$ cat src/rtl/mastermind_pkg.sv
// Shared types and helpers for the Mastermind game blocks.
//   state_t     : turn timer FSM states
//   bcd_digit_t : one BCD display digit
//   to_bcd      : converts 0..99 to a packed {tens, ones} BCD pair
package mastermind_pkg;

  typedef enum logic [1:0] {
    IDLE    = 2'd0,
    RUN     = 2'd1,
    PAUSED  = 2'd2,
    EXPIRED = 2'd3
  } state_t;

  typedef logic [3:0] bcd_digit_t;

  function automatic logic [7:0] to_bcd(input int unsigned value);
    int unsigned tens;
    int unsigned ones;
    tens = (value / 32'd10) % 32'd10;
    ones = value % 32'd10;
    return {tens[3:0], ones[3:0]};
  endfunction

endpackage

$ cat src/rtl/bcd_down_counter.sv
// Two-digit BCD down counter with synchronous load and decrement enable.
// Ports:
//   clock, reset : system clock, asynchronous active-high reset (resets to LOAD_VAL)
//   load_i       : load LOAD_VAL (has priority over dec_i)
//   dec_i        : decrement by one; saturates at 00
//   tens_o/ones_o: registered BCD digits
//   zero_o       : digits read 00
//   one_o        : digits read 01 (next decrement reaches 00)
module bcd_down_counter
  import mastermind_pkg::*;
#(
  parameter logic [7:0] LOAD_VAL = 8'h30
) (
  input  logic       clock,
  input  logic       reset,
  input  logic       load_i,
  input  logic       dec_i,
  output bcd_digit_t tens_o,
  output bcd_digit_t ones_o,
  output logic       zero_o,
  output logic       one_o
);

  bcd_digit_t tens_q, tens_d;
  bcd_digit_t ones_q, ones_d;
  logic       zero_s;

  assign zero_s = (tens_q == 4'd0) && (ones_q == 4'd0);

  // Next-state of the digit pair: load, borrow-aware decrement, or hold.
  always_comb begin
    tens_d = tens_q;
    ones_d = ones_q;
    if (load_i) begin
      tens_d = LOAD_VAL[7:4];
      ones_d = LOAD_VAL[3:0];
    end else if (dec_i && !zero_s) begin
      if (ones_q == 4'd0) begin
        ones_d = 4'd9;
        tens_d = tens_q - 4'd1;
      end else begin
        ones_d = ones_q - 4'd1;
        tens_d = tens_q;
      end
    end else begin
      tens_d = tens_q;
      ones_d = ones_q;
    end
  end

  // Digit registers.
  always_ff @(posedge clock or posedge reset) begin
    if (reset) begin
      tens_q <= LOAD_VAL[7:4];
      ones_q <= LOAD_VAL[3:0];
    end else begin
      tens_q <= tens_d;
      ones_q <= ones_d;
    end
  end

  assign tens_o = tens_q;
  assign ones_o = ones_q;
  assign zero_o = zero_s;
  assign one_o  = (tens_q == 4'd0) && (ones_q == 4'd1);

endmodule

$ cat src/rtl/turn_timer.sv
// Per-guess countdown timer for Mastermind.
// Counts down START_SECS seconds (TICKS_PER_SEC divider ticks each) and
// drives BCD digits, a blinking low-time warning and a timeout pulse.
// Ports:
//   clock, reset          : system clock, asynchronous active-high reset
//   tick                  : single-cycle enable from the rate divider
//   start                 : begin a new turn (any state)
//   pause                 : level, freezes the countdown
//   stop                  : guess submitted, end turn holding the digits
//   secs_tens, secs_ones  : BCD remaining seconds
//   running               : RUN or PAUSED
//   expired               : in EXPIRED
//   timeout               : one-cycle pulse on entry to EXPIRED
//   warn                  : blink output while time is low
module turn_timer
  import mastermind_pkg::*;
#(
  parameter int unsigned START_SECS    = 30,
  parameter int unsigned TICKS_PER_SEC = 1,
  parameter int unsigned WARN_SECS     = 5
) (
  input  logic       clock,
  input  logic       reset,
  input  logic       tick,
  input  logic       start,
  input  logic       pause,
  input  logic       stop,
  output bcd_digit_t secs_tens,
  output bcd_digit_t secs_ones,
  output logic       running,
  output logic       expired,
  output logic       timeout,
  output logic       warn
);

  localparam logic [7:0]      LOAD_BCD   = to_bcd(START_SECS);
  localparam logic [7:0]      WARN_BCD   = to_bcd(WARN_SECS);
  localparam int unsigned     PW         = (TICKS_PER_SEC > 1) ? $clog2(TICKS_PER_SEC) : 1;
  localparam logic [PW-1:0]   PRESC_LAST = PW'(TICKS_PER_SEC - 1);

  state_t        state_q, state_d;
  logic [PW-1:0] presc_q, presc_d;
  logic          running_q, running_d;
  logic          expired_q, expired_d;
  logic          timeout_q, timeout_d;
  logic          warn_q, warn_d;

  bcd_digit_t    tens_s, ones_s;
  logic          zero_s, one_s;
  logic          tick_run_s, dec_s, reach_zero_s;
  logic          in_warn_s, above_warn_s;

  // A tick only counts in RUN when no higher-priority event is present.
  assign tick_run_s   = (state_q == RUN) && !start && !stop && !pause && tick;
  assign dec_s        = tick_run_s && (presc_q == PRESC_LAST);
  assign reach_zero_s = dec_s && one_s;
  // Packed BCD compares in the same order as the decimal value.
  assign above_warn_s = {tens_s, ones_s} > WARN_BCD;
  assign in_warn_s    = !above_warn_s && !zero_s;

  bcd_down_counter #(
    .LOAD_VAL (LOAD_BCD)
  ) u_digits (
    .clock  (clock),
    .reset  (reset),
    .load_i (start),
    .dec_i  (dec_s),
    .tens_o (tens_s),
    .ones_o (ones_s),
    .zero_o (zero_s),
    .one_o  (one_s)
  );

  // FSM state and prescaler registers.
  always_ff @(posedge clock or posedge reset) begin
    if (reset) begin
      state_q <= IDLE;
      presc_q <= '0;
    end else begin
      state_q <= state_d;
      presc_q <= presc_d;
    end
  end

  // Next-state and prescaler logic; start overrides everything.
  always_comb begin
    state_d = state_q;
    presc_d = presc_q;
    if (start) begin
      state_d = RUN;
      presc_d = '0;
    end else begin
      case (state_q)
        IDLE:    state_d = IDLE;
        RUN: begin
          if (stop) begin
            state_d = IDLE;
          end else if (pause) begin
            state_d = PAUSED;
          end else if (reach_zero_s) begin
            state_d = EXPIRED;
          end else begin
            state_d = RUN;
          end
        end
        PAUSED: begin
          if (stop) begin
            state_d = IDLE;
          end else if (!pause) begin
            state_d = RUN;
          end else begin
            state_d = PAUSED;
          end
        end
        EXPIRED: state_d = EXPIRED;
        default: state_d = IDLE;
      endcase
      if (tick_run_s) begin
        presc_d = dec_s ? '0 : presc_q + PW'(1);
      end else begin
        presc_d = presc_q;
      end
    end
  end

  // Output next-values, derived from the upcoming state.
  always_comb begin
    running_d = (state_d == RUN) || (state_d == PAUSED);
    expired_d = (state_d == EXPIRED);
    timeout_d = reach_zero_s;
    warn_d    = warn_q;
    if (start) begin
      warn_d = 1'b0;
    end else begin
      case (state_d)
        RUN: begin
          if (tick_run_s) begin
            warn_d = in_warn_s ? !warn_q : 1'b0;
          end else if (above_warn_s) begin
            warn_d = 1'b0;
          end else begin
            warn_d = warn_q;
          end
        end
        PAUSED:  warn_d = warn_q;
        IDLE:    warn_d = 1'b0;
        EXPIRED: warn_d = 1'b0;
        default: warn_d = 1'b0;
      endcase
    end
  end

  // Registered status outputs.
  always_ff @(posedge clock or posedge reset) begin
    if (reset) begin
      running_q <= 1'b0;
      expired_q <= 1'b0;
      timeout_q <= 1'b0;
      warn_q    <= 1'b0;
    end else begin
      running_q <= running_d;
      expired_q <= expired_d;
      timeout_q <= timeout_d;
      warn_q    <= warn_d;
    end
  end

  assign secs_tens = tens_s;
  assign secs_ones = ones_s;
  assign running   = running_q;
  assign expired   = expired_q;
  assign timeout   = timeout_q;
  assign warn      = warn_q;

endmodule

$ cat config.mk
export PLATFORM = sky130hd
export DESIGN_NAME = turn_timer
export DESIGN_NICKNAME = d
export VERILOG_FILES = /design/src/rtl/mastermind_pkg.sv /design/src/rtl/bcd_down_counter.sv /design/src/rtl/turn_timer.sv
export SDC_FILE = /design/constraint.sdc
export NUM_CORES = 1
export LEC_CHECK = 0
export BUFFER_PORTS_ARGS = -buffer_cell sky130_fd_sc_hd__buf_4
export CORE_MARGIN = 5
export CORE_UTILIZATION = 45
export DETAILED_ROUTE_END_ITERATION = 10
export PLACE_DENSITY_LB_ADDON = 0.25
export SKIP_LAST_GASP = 1
export SLEW_MARGIN = 20
export SYNTH_ARGS = -nofsm -noshare
export SYNTH_HDL_FRONTEND = slang
export SYNTH_SLANG_ARGS = --single-unit
$ cat constraint.sdc
create_clock -name clock -period 2.3 [get_ports clock]
set_input_delay 0.46 -clock clock [delete_from_list [all_inputs] [get_ports clock]]
set_output_delay 0.46 -clock clock [all_outputs]
set_load 0.05 [all_outputs]
* Word-level counts from Yosys, hierarchy flattened
Cells that the tools add are included.
** Cells by class
- $add $sub $neg :: 3
- $lt $le $gt $ge :: 1
- Eq/ne operators :: 9
- Multiplexer cells :: 21
- Bitwise logic cells :: 1
- Reductions and logical operators :: 27
** Operator list (count)
- 4-bit two-way mux :: 6
- 2-bit two-way mux :: 6
- 1-bit logical AND :: 10
- 2-bit equality test, second input constant :: 4
- 8-bit by 3-bit > comparator with 1-bit output, second input constant :: 1
- 4-bit logical NOT :: 2
- 2-bit case mux with 4 select lines :: 1
- 4-bit by 1-bit subtractor with 4-bit output, second input constant :: 2
- 1-bit two-way mux :: 7
- 1-bit logical NOT :: 6
- 2-bit nonzero test :: 3
- 2-bit by 1-bit equality test with 1-bit output, second input constant :: 2
- 4-bit by 1-bit equality test with 1-bit output, second input constant :: 1
- 2-bit logical NOT :: 2
- 4-bit inequality test, second input constant :: 1
- 2-bit AND reduction :: 2
- 2-bit inequality test, second input constant :: 1
- 1-bit case mux with 2 select lines :: 1
- 2-bit OR reduction :: 1
- 1-bit adder, second input constant :: 1
- 1-bit logical OR :: 1
- 1-bit inverter :: 1
** Storage, ports and cells
- Register bits :: 15
- Input bits :: 6
- Output and inout port bits :: 12
- Word-level logic and storage cells :: 70

* Longest topological paths before layout
Gate-level depths: netlist of run 1.
- Depth in word-level cells :: 16
- Depth in mapped cells :: 9
- Gate-level depth less buffers :: 9

* Hierarchy
Synthesis of run 1 repeated with hierarchy kept, for this count alone.
** Unflattened totals
- Cells, all modules :: 93
- Area total of the unflattened synthesis :: 922.1 um^2
** Modules (own cells, without submodules)
- bcd_down_counter :: instances 1, cells each 57, area each 544.3 um^2, seq. area each 202.7 um^2
- turn_timer :: instances 1, cells each 36, area each 377.9 um^2, seq. area each 175.2 um^2

* Worst setup path before layout of run 1
Ideal clock, no wire load.
- Path type :: reg-to-reg
- From :: register u_digits.ones_q[0], in the netlist u_digits.ones_o[0]
- To :: register warn_q, in the netlist warn
- Setup time :: 104 ps
- Data arrival time :: 2299 ps
- Required time :: 2196 ps
- Setup slack :: -103 ps
- Cell stages (with the launch flop) :: 9
- Path buffers :: 0
- Period minus slack after synthesis :: 2403 ps
- Cell sequence :: dfrtp_1 > ha_1 > and2_1 > nand4b_4 > a221o_1 > ha_1 > nor3_1 > nand3b_1 > a221oi_1
** Between the ends
- Longest elaborated chain between the ends :: 12
- Elaborated cells between the ends (all ways) :: 26
- Classes of those cells :: order compare: 1; eq/ne: 6; mux: 9; reduce/logical: 10
** Ends and longest elaborated chain
- from (decl) :: line bcd_down_counter.sv:25 : bcd_digit_t ones_q, ones_d;
- from (signal assigned) :: line bcd_down_counter.sv:55 : ones_q <= LOAD_VAL[3:0];
- from (signal assigned) :: line bcd_down_counter.sv:58 : ones_q <= ones_d;
- 4-bit by 1-bit equality test with 1-bit output :: line bcd_down_counter.sv:65 : assign one_o = (tens_q == 4'd0) && (ones_q == 4'd1);
- 1-bit logical AND :: line bcd_down_counter.sv:65
- 1-bit logical AND :: line turn_timer.sv:56 : assign reach_zero_s = dec_s && one_s;
- 2-bit two-way mux :: line turn_timer.sv:100 : end else if (reach_zero_s) begin
- 2-bit two-way mux :: line turn_timer.sv:98 : end else if (pause) begin
- 2-bit two-way mux :: line turn_timer.sv:96 : if (stop) begin
- 2-bit case mux with 4 select lines :: line turn_timer.sv:93 : case (state_q)
- 2-bit two-way mux :: line turn_timer.sv:89 : if (start) begin
- 2-bit equality test or 2-bit logical NOT (tied branches) :: line turn_timer.sv:135 : case (state_d)
- 2-bit OR reduction (no source line)
- 1-bit case mux with 2 select lines :: line turn_timer.sv:135
- 1-bit two-way mux :: line turn_timer.sv:132 : if (start) begin
- to (signal assigned) :: line turn_timer.sv:164 : warn_q <= warn_d;
- to (decl) :: line turn_timer.sv:46 : logic warn_q, warn_d;
Several ways; a longest one is shown, not always the timed one.
A chain may end at the register's enable or synchronous reset.

* Worst setup path after layout of run 1
- From :: register state_q[1]
- To :: register warn_q, in the netlist warn
** Between the ends
- Longest elaborated chain between the ends :: 16
- Elaborated cells between the ends (all ways) :: 26
- Classes of those cells :: eq/ne: 8; mux: 8; reduce/logical: 10
** Ends and longest elaborated chain
- from (decl) :: line turn_timer.sv:41 : state_t state_q, state_d;
- from (signal assigned) :: line turn_timer.sv:80 : state_q <= state_d;
- 2-bit by 1-bit equality test with 1-bit output :: line turn_timer.sv:54, turn_timer.sv:93
- 1-bit logical AND (4 in a row) :: line turn_timer.sv:54 : assign tick_run_s = (state_q == RUN) && !start && !stop && !pause && tick;
- 1-bit logical AND :: line turn_timer.sv:55 : assign dec_s = tick_run_s && (presc_q == PRESC_LAST);
- 1-bit logical AND :: line turn_timer.sv:56
- 2-bit two-way mux :: line turn_timer.sv:100
- 2-bit two-way mux :: line turn_timer.sv:98
- 2-bit two-way mux :: line turn_timer.sv:96
- 2-bit case mux with 4 select lines :: line turn_timer.sv:93
- 2-bit two-way mux :: line turn_timer.sv:89
- 2-bit equality test or 2-bit logical NOT (tied branches) :: line turn_timer.sv:135
- 2-bit OR reduction (no source line)
- 1-bit case mux with 2 select lines :: line turn_timer.sv:135
- 1-bit two-way mux :: line turn_timer.sv:132
Several ways; a longest one is shown, not always the timed one.

==> impl_metrics.env, run 1 <==
export IMPL_status="complete, no violations"
export IMPL_cp_arrival_ps=2390
export IMPL_path_delay_family="simple AND/OR/NAND/NOR gates"
export IMPL_vias=785
export IMPL_nFillCells=172
export IMPL_required_ps=2490
export IMPL_syn_area_sq_um=907.1
export IMPL_crit_path_cell_trace="and4bb_2 > nand2_2 > nand4b_4 > a221o_1 > ha_1 > nor3_2 > nand3b_1 > a221oi_2"
export IMPL_finalHoldViolations=0
export IMPL_synth_cells=89
export IMPL_reg2reg_depth=8
export IMPL_clockRootBuffer="clkbuf_4"
export IMPL_yosysWarningCount=0
export IMPL_setup_ws_ps=107.8
export IMPL_seq_power_share=0.526
export IMPL_setup_tns_ps=0
export IMPL_end_kind="register"
export IMPL_min_path_type="in -> async"
export IMPL_start_util=0.4671
export IMPL_r2r_end="warn"
export IMPL_synth_nets=102
export IMPL_r2r_slack_ps=110
export IMPL_synth_area_leader_cell="dfrtp_1"
export IMPL_ioPinCount=18
export IMPL_rsz0062_at_grt="false"
export IMPL_period_minus_slack_ps=2192
export IMPL_crit_path_max_fanout=2
export IMPL_grt_max_degree=16
export IMPL_synthTopCellsByArea="dfrtp_1, ha_1, dfstp_2"
export IMPL_die_x_um=54.90
export IMPL_antenna_found_initial=0
export IMPL_drive_gt1_frac=0.4426
export IMPL_path_class="reg -> reg"
export IMPL_max_stage_delay_ps=390
export IMPL_pwr_share_clk=0.289
export IMPL_start_kind="register"
export IMPL_grt_use_total=0.1530
export IMPL_synth_edff_count=0
export IMPL_ys_seq_area_frac=0.4166
export IMPL_htreeDepth=1
export IMPL_gp_congestion=0.7615
export IMPL_yosysTopAreaCellShare=0.3586
export IMPL_p_leak_nw=0.5661
export IMPL_wl_per_cell_um=13.68
export IMPL_p_sw_mw=0.1459
export IMPL_num_antenna_cells=0
export IMPL_multiInputGateArea_sq_um=514.2
export IMPL_relSlewSlack=0.6237
export IMPL_drtPass1Iterations=4
export IMPL_p_per_area_nw_per_um2=431.1
export IMPL_seq_area_sq_um=380.4
export IMPL_tightest_slew_ps=563.9
export IMPL_async_flop_share=1.000
export IMPL_ant_nets=0
export IMPL_clock_latency_ps=280
export IMPL_p_comb_frac=0.185
export IMPL_grt_pass1_vias=760
export IMPL_area_growth_pct=34.62
export IMPL_synth_seq_cells=15
export IMPL_max_cap_violations=0
export IMPL_p_sw_frac=0.2772
export IMPL_place_hpwl_um=1463
export IMPL_ys_types=38
export IMPL_fmax_mhz=456.2
export IMPL_dieArea_sq_um=3013
export IMPL_rows=16
export IMPL_tritoncts="done"
export IMPL_finalPower_mw=0.5264
export IMPL_finalClockSkew_ps=5.673
export IMPL_nNetsFinal=136
export IMPL_finalSetupViolCount=0
export IMPL_routed_wl_um=2039
export IMPL_clkTransAtPathRegs_ps=90
export IMPL_cts_hold_buf=0
export IMPL_yosys_most_used_dff="dfrtp_1"
export IMPL_grt_overflow_total=0
export IMPL_grt_pass1_wl_um=3318
export IMPL_design_core_area_sq_um=1942
export IMPL_drtIter0Drc=12
export IMPL_crit_buf_inv=0
export IMPL_ir_drop_mv=0.2952
export IMPL_worst_path_max_delay_cell="dfrtp_1"
export IMPL_cts_buffers=3
export IMPL_dieHeight_um=54.90
export IMPL_intPower_mw=0.3805
export IMPL_final_period_utilization=0.9531
export IMPL_port_buffers=17
export IMPL_reg2reg_from="state_q[1]"
export IMPL_via_per_inst=5.268
export IMPL_syn_avg_cell_area_sq_um=10.19
export IMPL_slew_viol_final=0
export IMPL_clock_path_buffers=2
export IMPL_drc=0
export IMPL_cts_sinks=15
export IMPL_place_ws_ps=-135.5
-- power groups by stage --
stage	clock [mW]	sequential, mW	combinational, mW
floorplan	0	0.299	0.0354
global placement	0	0.282	0.0833
detailed placement	0	0.282	0.0856
CTS	0.155	0.277	0.0859
global route	0.170	0.278	0.105
finish	0.152	0.277	0.0975
-- state kept, by name (all words and copies together), names as in the netlist --
name             flops
warn                 1
presc_q              1
timeout              1
state_q              2
u_digits.tens_o      4
u_digits.ones_o      4
expired              1
running              1
-- cells by family after synthesis --
group / after synthesis / synth area share
fa+ha+maj: 8 / 0.1076
xor+xnor: 1 / 0.009657
buf+inv: 12 / 0.05517
flops: 15 / 0.4165
compound gates: 20 / 0.1448
simple gates: 33 / 0.2662
-- stage by stage --
| stage | hold slack (ps) | instance area, sq um | utilization | instances |
|---|---|---|---|---|
| after floorplan | 359.9 | 909.6 | - | 89 |
| after detailed placement | 561.4 | 1130 | 0.5818 | 141 |
| final | 222.5 | 1221 | 0.6289 | 149 |
| after global placement | 551.5 | 1130 | 0.5818 | 141 |
| after CTS | 250.9 | 1156 | 0.5954 | 145 |
| after global routing | 290.9 | 1221 | 0.6289 | 149 |
-- synth_stat cells, drive strengths merged, types with 2 or more instances --
cell / n
a21oi: 6
a221oi: 2
and2: 2
dfrtp: 13
dfstp: 2
ha: 7
inv: 11
nand2: 3
nor2: 6
nor3: 2
nor3b: 3
o21ai: 6
or3: 5
-- worst max path at each step --
stage / start / to / slack [ps] / cells past startpoint
floorplan: start / warn / 30 / 8
global placement: start / warn / -50 / 9
detailed placement: start / warn / -140 / 9
CTS: u_digits.tens_o[0] / warn / 10 / 9
global route: state_q[1] / warn / 3 / 8
finish: state_q[1] / warn / 110 / 8
-- routing by layer --
| metal | GRT usage | vias up | share of wire |
|---|---|---|---|
| met5 | 0 | - | 0 |
| met4 | 0.06073 | 0 | 0.020 |
| met3 | 0.02949 | 4 | 0.047 |
| met2 | 0.2638 | 16 | 0.50 |
| met1 | 0.1866 | 380 | 0.43 |
| li1 | - | 385 | - |
-- final cells by class --
cell class,instances,area share
Timing Repair Buffer,30,0.1844
Clock buffer,4,0.02152
Multi-Input combinational cell,62,0.4211
Tap cell,27,0.02766
Sequential cell,15,0.3115
Inverter,11,0.03381
-- what timing repair did --
action | CTS | global route
gates resized for setup | 0 | 7
setup buffers | 0 | 4
setup endpoints to repair | 0 | 1
-- cells in the final DEF (no fill, tap or decap), types with 2 or more instances in the layout --
cell type and count:
o21ai_0 6, nor3b_1 2, dfstp_2 2, a21oi_1 6
dfrtp_1 11, inv_1 10, nor2_1 6, or3_1 5
dfrtp_2 2, ha_1 5, clkbuf_4 3, nand2_1 2
buf_4 30, a221oi_2 2
No activity file was read; power rests on OpenSTA's default activity.
==> run 2, diff against run 1 <==
--- a/config.mk
+++ b/config.mk
@@ -10,6 +10,7 @@
 export CORE_UTILIZATION = 45
 export DETAILED_ROUTE_END_ITERATION = 10
 export PLACE_DENSITY_LB_ADDON = 0.25
+export SETUP_SLACK_MARGIN = 0.3
 export SKIP_LAST_GASP = 1
 export SLEW_MARGIN = 20
 export SYNTH_ARGS = -nofsm -noshare
==> impl_metrics.env, run 2 (synthesis results as in run 1) <==
export IMPL_routed_wl_um=2008
export IMPL_postPlaceCellArea_sq_um=1130
export IMPL_wl_per_cell_um=13.75
export IMPL_max_cap_violations=0
export IMPL_antenna_found_initial=0
export IMPL_die_x_um=54.90
export IMPL_path_class="reg -> reg"
export IMPL_setup_ws_ps=198.7
export IMPL_crit_buf_inv=1
export IMPL_num_antenna_cells=0
export IMPL_end_kind="register"
export IMPL_finalClockSkew_ps=6.525
export IMPL_path_delay_family="compound AO/OA/AOI/OAI gates"
export IMPL_clock_path_buffers=2
export IMPL_seq_power_share=0.538
export IMPL_fin_cells=146
export IMPL_fmax_mhz=475.9
export IMPL_cts_hold_buf=0
export IMPL_crit_path_cell_trace="inv_1 > ha_1 > and2_4 > nand4b_4 > a221o_1 > ha_4 > nor3_2 > nand3b_1 > a221oi_2"
export IMPL_p_comb_frac=0.179
export IMPL_p_per_area_nw_per_um2=423.5
export IMPL_required_ps=2490
export IMPL_gp_congestion=0.7827
export IMPL_max_stage_delay_ps=430
export IMPL_rsz0062_at_grt="true"
export IMPL_layout_commonest_cell="buf_4"
export IMPL_cts_buffers=3
export IMPL_drtPass1Iterations=5
export IMPL_status="complete, no violations"
export IMPL_finalHoldViolations=0
export IMPL_finalPower_mw=0.5150
export IMPL_clkTransAtPathRegs_ps=90
export IMPL_place_hpwl_um=1506
export IMPL_min_path_type="in -> async"
export IMPL_drc=0
export IMPL_area_growth_pct=34.07
export IMPL_relSlewSlack=0.6261
export IMPL_start_util=0.4671
export IMPL_tritoncts="done"
export IMPL_drtIter0Drc=9
export IMPL_crit_path_max_fanout=4
export IMPL_ioPinCount=18
export IMPL_dieArea_sq_um=3013
export IMPL_design_core_area_sq_um=1942
export IMPL_p_sw_frac=0.2689
export IMPL_p_leak_nw=0.5638
export IMPL_final_period_utilization=0.9136
export IMPL_period_minus_slack_ps=2101
export IMPL_vias=787
export IMPL_start_kind="register"
export IMPL_htreeDepth=1
export IMPL_slew_viol_final=0
export IMPL_dieHeight_um=54.90
export IMPL_whs_ps=227.2
export IMPL_grt_max_degree=16
export IMPL_cp_arrival_ps=2290
export IMPL_rows=16
export IMPL_nNetsFinal=133
export IMPL_grt_pass1_wl_um=3111
export IMPL_grt_overflow_total=0
export IMPL_ant_nets=0
export IMPL_port_buffers=17
export IMPL_worst_path_max_delay_cell="dfrtp_2"
export IMPL_intPower_mw=0.3765
export IMPL_clock_latency_ps=280
export IMPL_via_per_inst=5.390
export IMPL_grt_use_total=0.1471
export IMPL_pwr_share_clk=0.283
export IMPL_finalSetupViolCount=0
export IMPL_tightest_slew_ps=560.2
export IMPL_final_cell_mix="buf_4, dfrtp_1, inv_1"
export IMPL_dp_cells=140
export IMPL_p_sw_mw=0.1385
export IMPL_ir_drop_mv=0.4647
export IMPL_cts_sinks=15
export IMPL_drive_gt1_frac=0.4370
export IMPL_clockRootBuffer="clkbuf_4"
export IMPL_final_area_sq_um=1216
export IMPL_grt_pass1_vias=700
export IMPL_place_ws_ps=-69.00
run 2: cell count changes in the layout (fill, tap and decap cells not counted):
cell     change
ha_4         +1
nand2_2      -1
nand2_4      +1
buf_4        -3
ha_1         -1
run 2: path summary, 6_finish.rpt:
| path | to | slack [ps] | cells after the start | from |
|---|---|---|---|---|
| worst max-delay path | warn | 200 | 9 | u_digits.ones_o[1] |
| worst min-delay path | presc_q | 230 | 2 | reset |
| worst max register to register | warn | 200 | 9 | u_digits.ones_o[1] |
| worst min register to register | u_digits.tens_o[3] | 600 | 2 | u_digits.tens_o[3] |
| max in group asynchronous | u_digits.ones_o[0] | 1670 | 2 | reset |
| min in group clock | u_digits.tens_o[2] | 540 | 3 | start |
run 2: repair_timing:
action / in CTS / in global routing
pin swaps: 2 / 0
endpoints found under the hold margin: 0 / 0
endpoints found under the setup margin: 1 / 1
resized for setup: 4 / 3
setup buffers: 1 / 1
run 2: worst reg2reg max path: stages, from the launching register on:
cell	delay [ps]
dfrtp_2	430
inv_1	80
ha_1	160
and2_4	170
nand4b_4	110
a221o_1	350
ha_4	230
nor3_2	140
nand3b_1	100
a221oi_2	240
run 2: power by group through the flow:
stage	clock, mW	sequential (mW)	combinational [mW]
CTS	0.150	0.277	0.0874
floorplan	0	0.299	0.0364
global placement	0	0.282	0.0824
finish	0.146	0.277	0.0922
detailed placement	0	0.282	0.0837
global route	0.166	0.278	0.101
run 2: per-layer routing:
metal,GRT usage,vias to the layer above,share of wire,wire length (um)
met1,0.1622,372,0.41,823
li1,-,380,-,-
met4,0.03644,0,0.015,31
met5,0,-,0,0
met3,0.06702,6,0.063,126
met2,0.2559,29,0.51,1025
run 2: layout make-up:
| type | count | area [sq um] |
|---|---|---|
| fill | 172 | 725.7 |
| multi-input combinational | 62 | 531.8 |
| sequential | 15 | 380.4 |
| timing repair buffer | 27 | 202.7 |
| inverter | 11 | 41.29 |
| tap | 27 | 33.78 |
| clock buffer | 4 | 26.28 |
run 2: per-stage QoR:
step / utilization / TNS (ps)
after floorplan: - / 0
after global placement: 0.5818 / -19.00
after detailed placement: 0.5818 / -69.00
after CTS: 0.6082 / 0
after global routing: 0.6263 / 0
final: 0.6263 / 0
==> run 3, diff against run 2 <==
--- a/config.mk
+++ b/config.mk
@@ -5,7 +5,9 @@
 export SDC_FILE = /design/constraint.sdc
 export NUM_CORES = 1
 export LEC_CHECK = 0
+export ABC_AREA = 1
 export BUFFER_PORTS_ARGS = -buffer_cell sky130_fd_sc_hd__buf_4
+export CORE_ASPECT_RATIO = 0.8
 export CORE_MARGIN = 5
 export CORE_UTILIZATION = 45
 export DETAILED_ROUTE_END_ITERATION = 10
==> impl_metrics.env, run 3 <==
export IMPL_yosys_most_used_dff="dfrtp_1"
export IMPL_required_ps=2530
export IMPL_design_core_area_sq_um=1944
export IMPL_synth_cells=118
export IMPL_seq_area_sq_um=381.6
export IMPL_end_kind="register"
export IMPL_die_x_um=61.50
export IMPL_drtPass1Iterations=4
export IMPL_ioPinCount=18
export IMPL_grt_max_degree=16
export IMPL_ir_drop_mv=0.4832
export IMPL_drc=0
export IMPL_tightest_slew_ps=600.3
export IMPL_p_leak_nw=0.6828
export IMPL_relSlewSlack=0.5993
export IMPL_via_per_inst=4.971
export IMPL_clock_path_buffers=2
export IMPL_dieHeight_um=51.20
export IMPL_cp_arrival_ps=2200
export IMPL_synth_most_common_cell="nand2_1"
export IMPL_async_flop_share=1.000
export IMPL_path_class="reg -> reg"
export IMPL_min_path_type="in -> async"
export IMPL_crit_path_max_fanout=2
export IMPL_drtIter0Drc=21
export IMPL_finalClockSkew_ps=8.037
export IMPL_grt_overflow_total=0
export IMPL_synth_seq_cells=15
export IMPL_synth_edff_count=0
export IMPL_status="complete, no violations"
export IMPL_grt_use_total=0.1478
export IMPL_synth_area_leader_cell="dfrtp_1"
export IMPL_yosysWarningCount=0
export IMPL_start_util=0.4910
export IMPL_area_growth_pct=33.55
export IMPL_wl_per_cell_um=12.45
export IMPL_syn_area_sq_um=954.7
export IMPL_clkTransAtPathRegs_ps=90
export IMPL_vias=860
export IMPL_p_per_area_nw_per_um2=681.1
export IMPL_grt_pass1_vias=811
export IMPL_place_hpwl_um=1560
export IMPL_clock_latency_ps=290
export IMPL_final_cell_mix="nand2_1, buf_4, inv_1"
export IMPL_max_cap_violations=0
export IMPL_final_area_sq_um=1275
export IMPL_tritoncts="done"
export IMPL_grt_pass1_wl_um=3443
export IMPL_ant_nets=0
export IMPL_yosysTopAreaCellShare=0.3408
export IMPL_rows=14
export IMPL_period_minus_slack_ps=1976
export IMPL_cts_buffers=3
export IMPL_port_buffers=17
export IMPL_drive_gt1_frac=0.3960
export IMPL_setup_tns_ps=0
export IMPL_ys_types=25
export IMPL_rsz0062_at_grt="true"
export IMPL_nFillCells=165
export IMPL_synthTopCellsByArea="dfrtp_1, nand2_1, ha_1"
export IMPL_finalSetupViolCount=0
export IMPL_fmax_mhz=506.2
export IMPL_gp_congestion=0.8002
export IMPL_dieArea_sq_um=3148
export IMPL_multiInputGateArea_sq_um=543.0
export IMPL_cts_sinks=15
export IMPL_final_period_utilization=0.8590
export IMPL_syn_avg_cell_area_sq_um=8.090
export IMPL_htreeDepth=1
export IMPL_routed_wl_um=2154
export IMPL_slew_viol_final=0
export IMPL_synth_nets=131
export IMPL_nNetsFinal=163
export IMPL_finalHoldViolations=0
export IMPL_clockRootBuffer="clkbuf_4"
export IMPL_antenna_found_initial=0
export IMPL_num_antenna_cells=0
export IMPL_ys_seq_area_frac=0.3958
export IMPL_postPlaceCellArea_sq_um=1135
export IMPL_yosys_top_cells_count="nand2_1, inv_1, dfrtp_1"
export IMPL_start_kind="register"
==> run 3: cell count changes in the layout (fill, tap and decap cells not counted), sizes merged, moves of 3 or more <==
cell,before,now
nor2,6,11
inv,11,21
nand3,1,10
nor3b,3,0
or3,5,0
nand2,3,34
==> run 3: power by group <==
group	total [mW]	leakage [nW]	switching [mW]	internal, mW
logic	0.397	0.478	0.239	0.158
clock network	0.153	0.0150	0.0856	0.0674
registers	0.318	0.190	0.0228	0.295
==> run 3: cells by family after synthesis <==
group | after synthesis | share of synthesized area
flops | 15 | 0.3958
buf+inv | 22 | 0.09043
simple gates | 60 | 0.3290
xor+xnor | 3 | 0.02753
fa+ha+maj | 7 | 0.09174
compound gates | 11 | 0.06553
==> run 3: worst paths after layout <==
path | from | endpoint | slack [ps] | cells past startpoint
min | reset | state_q[1] | 230 | 2
max | u_digits.tens_o[1] | warn | 320 | 17
max reg2reg | u_digits.tens_o[1] | warn | 320 | 17
max in group asynchronous | reset | u_digits.ones_o[1] | 1630 | 2
min reg2reg | u_digits.tens_o[2] | u_digits.tens_o[2] | 560 | 2
min in group clock | start | state_q[1] | 370 | 2
==> run 3: timing repair <==
item                       CTS  global route
hold buffers                 0             0
setup buffers                2             8
setup endpoints to repair    1             1
pin swaps                    0             7
gates resized for setup      1            11
==> run 3: metal layers <==
layer / vias to the layer above / GRT usage / wire length (um)
met5: - / 0 / 0
li1: 432 / - / -
met2: 17 / 0.2439 / 1063
met3: 2 / 0.04786 / 112
met4: 0 / 0.04240 / 12
met1: 409 / 0.1827 / 965
==> run 3: final cells by class <==
cell class                      count  share of cell area
Timing Repair Buffer               28              0.1649
Sequential cell                    15              0.2993
Clock buffer                        4             0.02061
Inverter                           21             0.06575
Tap cell                           24             0.02355
Multi-Input combinational cell     81              0.4259
==> run 3: critical path: stages, from the launching register on <==
cell and delay, ps:
dfstp_2 550, inv_2 50, ha_4 160, nand3_4 80, nor2_2 40, nand2_1 70, nand2_1 60, nand2_2 80
nand2_2 50, nand2_1 60, ha_1 230, inv_2 60, nand2_1 50, nor2_1 90, nand2_1 60, nand2_1 60
nand2_1 60, a21oi_2 100
==> run 3: stage by stage <==
step | setup slack, ps | hold slack [ps] | util | power, mW | cells
after global routing | 157.0 | 294.7 | 0.6557 | 0.9278 | 173
after floorplan | 265.2 | 359.9 | - | 0.5674 | 118
final | 324.4 | 233.9 | 0.6557 | 0.8684 | 173
after detailed placement | 111.4 | 473.3 | 0.5837 | 0.6485 | 159
after global placement | 188.1 | 466.6 | 0.5837 | 0.6384 | 159
after CTS | 306.7 | 247.4 | 0.6049 | 0.8181 | 165
